--- src/rtl/fetch_unit.sv ---
// IF stage: owns the PC, issues icache reads and loads the IF/ID latch.
// A redirect that arrives while the fetch cannot complete is parked until the next ihit.
module fetch_unit #(
  parameter logic [31:0] PC_INIT = 32'h0000_0000
) (
  input  logic        CLK,
  input  logic        RST,
  input  logic        halt,
  input  logic        stallPC,
  input  logic        ifidFreeze,
  input  logic        ifidFlush,
  input  logic        jumpBranch,
  input  logic [31:0] pcTarget,
  input  logic        dmemBusy,
  input  logic        ihit,
  input  logic [31:0] imemload,
  output logic        imemREN,
  output logic [31:0] imemaddr,
  output logic [31:0] pc,
  output logic        ifid_valid,
  output logic [31:0] ifid_instr,
  output logic [31:0] ifid_pcPlus4
);

  typedef enum logic {FETCH = 1'b0, HALTED = 1'b1} state_t;

  state_t      state_q, state_d;
  logic [31:0] pc_q, pc_d;
  logic        redir_pend_q, redir_pend_d;
  logic [31:0] redir_tgt_q, redir_tgt_d;
  logic        ifid_valid_q, ifid_valid_d;
  logic [31:0] ifid_instr_q, ifid_instr_d;
  logic [31:0] ifid_pc4_q, ifid_pc4_d;
  logic [31:0] pc_plus4;
  logic [31:0] tgt_aligned;

  assign pc_plus4    = pc_q + 32'd4;
  assign tgt_aligned = {pcTarget[31:2], 2'b00};

  always_comb begin
    state_d      = state_q;
    pc_d         = pc_q;
    redir_pend_d = redir_pend_q;
    redir_tgt_d  = redir_tgt_q;
    ifid_valid_d = ifid_valid_q;
    ifid_instr_d = ifid_instr_q;
    ifid_pc4_d   = ifid_pc4_q;

    if (state_q == FETCH) begin
      if (halt) begin
        // halt beats any redirect on the same edge; everything freezes from here on
        state_d = HALTED;
      end else if (dmemBusy) begin
        if (jumpBranch) begin
          redir_pend_d = 1'b1;
          redir_tgt_d  = tgt_aligned;
        end
      end else if (jumpBranch) begin
        ifid_valid_d = 1'b0;
        ifid_instr_d = 32'd0;
        ifid_pc4_d   = 32'd0;
        if (ihit) begin
          pc_d         = tgt_aligned;
          redir_pend_d = 1'b0;
        end else begin
          redir_pend_d = 1'b1;
          redir_tgt_d  = tgt_aligned;
        end
      end else begin
        if (ifidFreeze) begin
          ifid_valid_d = ifid_valid_q;
        end else if (ifidFlush || (ihit && redir_pend_q)) begin
          // a hit while a redirect is parked returns a wrong-path word: drop it
          ifid_valid_d = 1'b0;
          ifid_instr_d = 32'd0;
          ifid_pc4_d   = 32'd0;
        end else if (ihit && !stallPC) begin
          ifid_valid_d = 1'b1;
          ifid_instr_d = imemload;
          ifid_pc4_d   = pc_plus4;
        end

        if (!stallPC && ihit) begin
          pc_d         = redir_pend_q ? redir_tgt_q : pc_plus4;
          redir_pend_d = 1'b0;
        end
      end
    end
  end

  always_ff @(posedge CLK) begin
    if (RST) begin
      state_q      <= FETCH;
      pc_q         <= PC_INIT;
      redir_pend_q <= 1'b0;
      redir_tgt_q  <= 32'd0;
      ifid_valid_q <= 1'b0;
      ifid_instr_q <= 32'd0;
      ifid_pc4_q   <= 32'd0;
    end else begin
      state_q      <= state_d;
      pc_q         <= pc_d;
      redir_pend_q <= redir_pend_d;
      redir_tgt_q  <= redir_tgt_d;
      ifid_valid_q <= ifid_valid_d;
      ifid_instr_q <= ifid_instr_d;
      ifid_pc4_q   <= ifid_pc4_d;
    end
  end

  assign imemREN      = (state_q == FETCH) && !RST;
  assign imemaddr     = pc_q;
  assign pc           = pc_q;
  assign ifid_valid   = ifid_valid_q;
  assign ifid_instr   = ifid_instr_q;
  assign ifid_pcPlus4 = ifid_pc4_q;

endmodule
--- config.mk ---
export PLATFORM = sky130hd
export DESIGN_NAME = fetch_unit
export DESIGN_NICKNAME = d
export VERILOG_FILES = /design/src/rtl/fetch_unit.sv
export SDC_FILE = /design/constraint.sdc
export NUM_CORES = 1
export LEC_CHECK = 0
export ABC_AREA = 1
export ABC_CLOCK_PERIOD_IN_PS = 3600
export CAP_MARGIN = 25
export CORE_MARGIN = 5
export CORE_UTILIZATION = 50
export CTS_CLUSTER_DIAMETER = 40
export CTS_CLUSTER_SIZE = 12
export DETAILED_ROUTE_END_ITERATION = 12
export GPL_ROUTABILITY_DRIVEN = 1
export GPL_TIMING_DRIVEN = 0
export PLACE_DENSITY = 0.84
export SLEW_MARGIN = 20
export SYNTH_ARGS = -nofsm -noshare
export SYNTH_HDL_FRONTEND = slang
export SYNTH_SLANG_ARGS = --single-unit
--- constraint.sdc ---
create_clock -name CLK -period 3.6 [get_ports CLK]
set_input_delay 0.36 -clock CLK [delete_from_list [all_inputs] [get_ports CLK]]
set_output_delay 0.36 -clock CLK [all_outputs]
set_load 0.01 [all_outputs]
Yosys cells after proc, flatten, opt, wreduce, memory -nomap -nowiden
Cells that the tools add are included.
{ "word_totals": {"mem_bits_ro": 0, "latch_bits": 0, "ramBits": 0, "n_memories": 0, "reg_bits": 131, "out_inout_bits": 130, "elab_cells": 54} }
{ "classes": {"n_reduce_logical": 12, "n_mux": 27, "eq_ne": 4, "div": 0, "magnitude_cmp": 0, "add_sub_neg": 1, "shift": 0, "bitwise_logic": 3, "mul": 0} }
{ "op_table": {"columns": ["operator", "count"], "rows": [
  ["2-to-1 mux 32 bit", 16],
  ["adder 32 x 3 -> 32 bit (second input constant)", 1],
  ["2-to-1 mux 1 bit", 11],
  ["AND reduction 5 bit", 2],
  ["AND reduction 4 bit", 2],
  ["!= test 2 x 1 -> 1 bit (second input constant)", 2],
  ["!= test 2 bit (second input constant)", 2],
  ["logical AND 1 bit", 3],
  ["inverter 1 bit", 3],
  ["nonzero test 3 bit", 1],
  ["logical NOT 1 bit", 2],
  ["nonzero test 2 bit", 1],
  ["logical OR 1 bit", 1]
]} }

Logic depth before layout (Yosys ltp)
{ "depth": {"ltp_word": 6, "mapped_depth": 12} }

Least setup slack after synthesis
No wires, ideal clock.
{ "synth_path": {"kind": "reg-to-reg", "start": "reg pc_q[3], in the netlist imemaddr[3]", "end": "reg pc_q[14], in the netlist imemaddr[14]", "path_stages_with_launch": 11, "setup_slack_ns": 2.024, "setup_ns": 0.070, "required_ns": 3.530, "arrival_ns": 1.506, "path_buffers": 0, "cell_sequence": "dfxtp_1 ha_1 nand3_1 inv_1 nand2_2 nor2_2 xor2_1 nand2_1 nand2_1 nand2_1 a21oi_1"} }
{ "synth_between": {"elab_chain_len": 4} }
{ "synth_rtl": {"columns": ["item", "line", "rtl"], "rows": [
  ["start: declaration", "28", "logic [31:0] pc_q, pc_d;"],
  ["start signal: assignment", "102", "pc_q <= pc_d;"],
  ["adder 32 x 3 -> 32 bit", "37", "assign pc_plus4 = pc_q + 32'd4;"],
  ["2-to-1 mux 32 bit", "84", "pc_d = redir_pend_q ? redir_tgt_q : pc_plus4;"],
  ["2-to-1 mux 32 bit", "83", "if (!stallPC && ihit) begin"],
  ["2-to-1 mux 32 bit", "58", "end else if (jumpBranch) begin"]
]} }
No other way between the ends. The select of a mux whose other input is x is not followed.
A chain may end at the register's enable or synchronous reset.

Worst setup path in the final report
{ "layout_path": {"start": "in halt", "end": "reg ifid_pc4_q[5], in the netlist ifid_pcPlus4[5]"} }
{ "layout_between": {"elab_chain_len": 2} }
{ "layout_rtl": {"columns": ["item", "line", "rtl"], "rows": [
  ["start: declaration", "8", "input logic halt,"],
  ["inverter 1 bit (no source line)", null, null],
  ["AND reduction 5 bit (no source line)", null, null],
  ["end signal: assignment", "107", "ifid_pc4_q <= ifid_pc4_d;"],
  ["end: declaration", "33", "logic [31:0] ifid_pc4_q, ifid_pc4_d;"]
]} }
No other way between the ends.

==> impl_results.md <==
* Io pins at 203
* Clk sinks at between 100 and 150
* Post-synth EDFFs at 0
* Total GRT Usage at 27.5%
* Worst min path class: flip-flop to flip-flop
* Area grow syn2layout at 44.9%
* Vias per cell at around 5.3
* CP required at 3.94 ns
* Final hold violation count at 0
* # diodes at 0
* Startpoint Class: input pin
* Starting DRT DRC Count at 605
* Total die area at 14500 sq um
* Register area at around 2500 sq um
* DR WL/cell at 16.3 um
* Clock Tree Root: clkbuf_16
* Post-synthesis compound-gate area fraction at 18.9%
* Htree depth at 4
* Final WL at between 20000 and 25000 um
* Setup Viol. Count Final at 0
* CTS tree: done
* Tmin final at 2.02 ns
* Ys async rst share at 0%
* Clock transition at the registers of the reported paths at 0.06 ns
* Cell row count at 40
* Syn Std Cell Area at between 6000 and 7000 sq um
* Clock skew at 0.00962 ns
* Clock Latency Late Sink at 0.42 ns
* Worst Path Max Fanout at 10
* # Post-CTS Setup Buffers at 0
* Core box area at around 12000 sq um
* # DRC at 0
* Max Slew Vio Count at 0
* Unique masters post-synth at 38
* First-pass GRT wire length at 32000 um
* Fraction of synthesized area in multiplexers at 0%
* Top FF cell, synth: dfxtp_1
* CTS Buf Count at 17
* Antenna-violating nets left at 0
* Cts repair resizes at 0
* YS warnings at 0
* Max Fclk at 496 MHz
* Fill cell count at 972
* Worst-margin pin slew at around 0.67 ns
* Yosys top cell area share at 41.2%
* #FFs+latches synth at roughly 130
* Critical Path End Type: flip-flop
* Cells after Synth at 873
* Synth area leader: dfxtp_1
* Antenna violations before repair at 0
* Input/output buffers at 194
* Fin area at approximately 8900 sq um
* Initial Utilization at between 50% and 60%
* Drt pass-1 iters at 5
* Tcrit/Tclk final at 56.1%
* Post-Synth XOR/XNOR Area at 1.86%
* Largest cells by area after synthesis: dfxtp_1 (41%), nand2_1 (17%), a21oi_1 (13%)
* Die span in y at 121 um
* Status: completed
* Area taken by multi-input logic gates at between 2000 and 3000 sq um
* DP Area at ~8300 sq um
* Adder-cell share of the synthesized area at 0.204%
* Max IR drop VDD at between 300 and 400 uV
* LEAKAGE at 3.29 nW
* Routability cong. at 0.936
* Main combinational cell family by area after synthesis: simple AND/OR/NAND/NOR gates
* Largest net degree at the start of global routing at 17
* Die W at approximately 120 um
* Sequential area share after synthesis at between 40% and 50%
* Hpwl dp at 15000 um
* Vias in the first global route at 6395
* Nets@finish at 1163
* Post-synthesis simple-gate area fraction at 26.5%
* Unrepaired setup endpoints after global routing: no
* CTS max path bufs at 2
* WP data arrival at around 2.4 ns
* Avg Cell Area, Syn at 7.01 sq um
* Max-capacitance violation count at 0
* Relative slew slack at 55.3%
* Fraction of layout cells with a size suffix above 1 at 11.3%
* Critical path class: input pin to flip-flop
* Via count at 6613
* Pwr dens at 427 nW/um^2
* Setup TNS at 0 ns
* GR Overflow Total at 0
* CTS hold repair buffers at 0
## cells by family after synthesis
family	after synthesis
compound gates	220
xor+xnor	13
fa+ha+maj	1
buf+inv	127
flops	126
other cells	1
simple gates	385
## layer usage
metal,global-route usage [%],vias up,part of all wire (%)
li1,-,3228,-
met1,34.4,3011,41
met2,46.9,327,48
met3,6.17,47,8.2
met4,8.99,0,2.2
met5,0,-,0
## stage by stage
stage	total power, mW	instances	utilization [%]	hold slack (ns)	setup slack (ns)
floorplan	1.77	876	-	0.429	2.02
global placement	2.01	1217	68.7	0.441	1.26
detailed placement	2.02	1217	68.7	0.448	1.20
CTS	3.78	1249	73.8	0.452	1.59
global route	3.91	1249	73.8	0.476	1.45
finish	3.79	1249	73.8	0.461	1.58
## area by class of cell
cell class              instances  area share, %
flip-flops and latches        126           28.5
clock buffers                  17           4.80
well taps                     147           2.07
multi-input cells             623           33.0
inverters                      41           1.76
plain buffers                  86           5.96
repair buffers                194           21.9
clock inverters                15           2.07
## cells in the mapped netlist, types with 6 or more instances
library cell,n
dfxtp_1,126
nor2_1,41
o21ai_1,10
nand3_1,37
or2_2,13
o21ai_0,41
buf_2,14
buf_4,40
clkbuf_1,25
xnor2_1,9
inv_1,36
nand2_1,272
a21oi_1,153
o211ai_1,6
## power breakdown
group	total, mW	leakage (nW)	internal (mW)	switching, mW
Combinational	0.507	1.98	0.248	0.259
Sequential	1.49	1.02	1.44	0.0508
Clock	1.79	0.291	1.10	0.690
## sequential cells by signal (all words and copies together) (netlist names)
signal,flops
ifid_instr,32
ifid_pcPlus4,31
ifid_valid,1
imemaddr,30
redir_pend_q,1
redir_tgt_q,30
state_q,1
## final timing paths
check / startpoint / to / slack [ns] / depth (start not counted)
setup / recovery: halt / ifid_pcPlus4[5]$_SDFFE_PP0P_ / 1.58 / 10
hold / removal: redir_tgt_q[8]$_SDFFE_PP0P_ / redir_tgt_q[8]$_SDFFE_PP0P_ / 0.46 / 2
setup reg to reg: state_q$_SDFF_PP0_ / ifid_pcPlus4[5]$_SDFFE_PP0P_ / 1.67 / 9
hold reg to reg: redir_tgt_q[8]$_SDFFE_PP0P_ / redir_tgt_q[8]$_SDFFE_PP0P_ / 0.46 / 2
## cell usage in the layout, fill, tap and decap left out, types with 5 or more instances in the layout
master and instances:
inv_1 36, o211ai_1 6, nand3_1 37, clkbuf_1 25, o21ai_0 41, nor2_2 5, nand2_1 272, clkbuf_16 17
nand3b_1 5, buf_2 14, nor2_1 41, xnor2_1 9, a21oi_1 153, dfxtp_1 126, o21ai_1 10, buf_4 40
buf_6 5, or2_2 13, inv_6 5, clkdlybuf4s50_1 194
## worst max-delay path, cell delays in order
cell	delay (ns)
clkdlybuf4s50_1	0.45
nor2_2	0.27
nand2_1	0.15
a21oi_1	0.17
o21ai_2	0.12
nor2_2	0.21
buf_4	0.26
buf_6	0.16
nand2_1	0.07
a21oi_1	0.13
No activity file was read; power rests on OpenSTA's default activity.
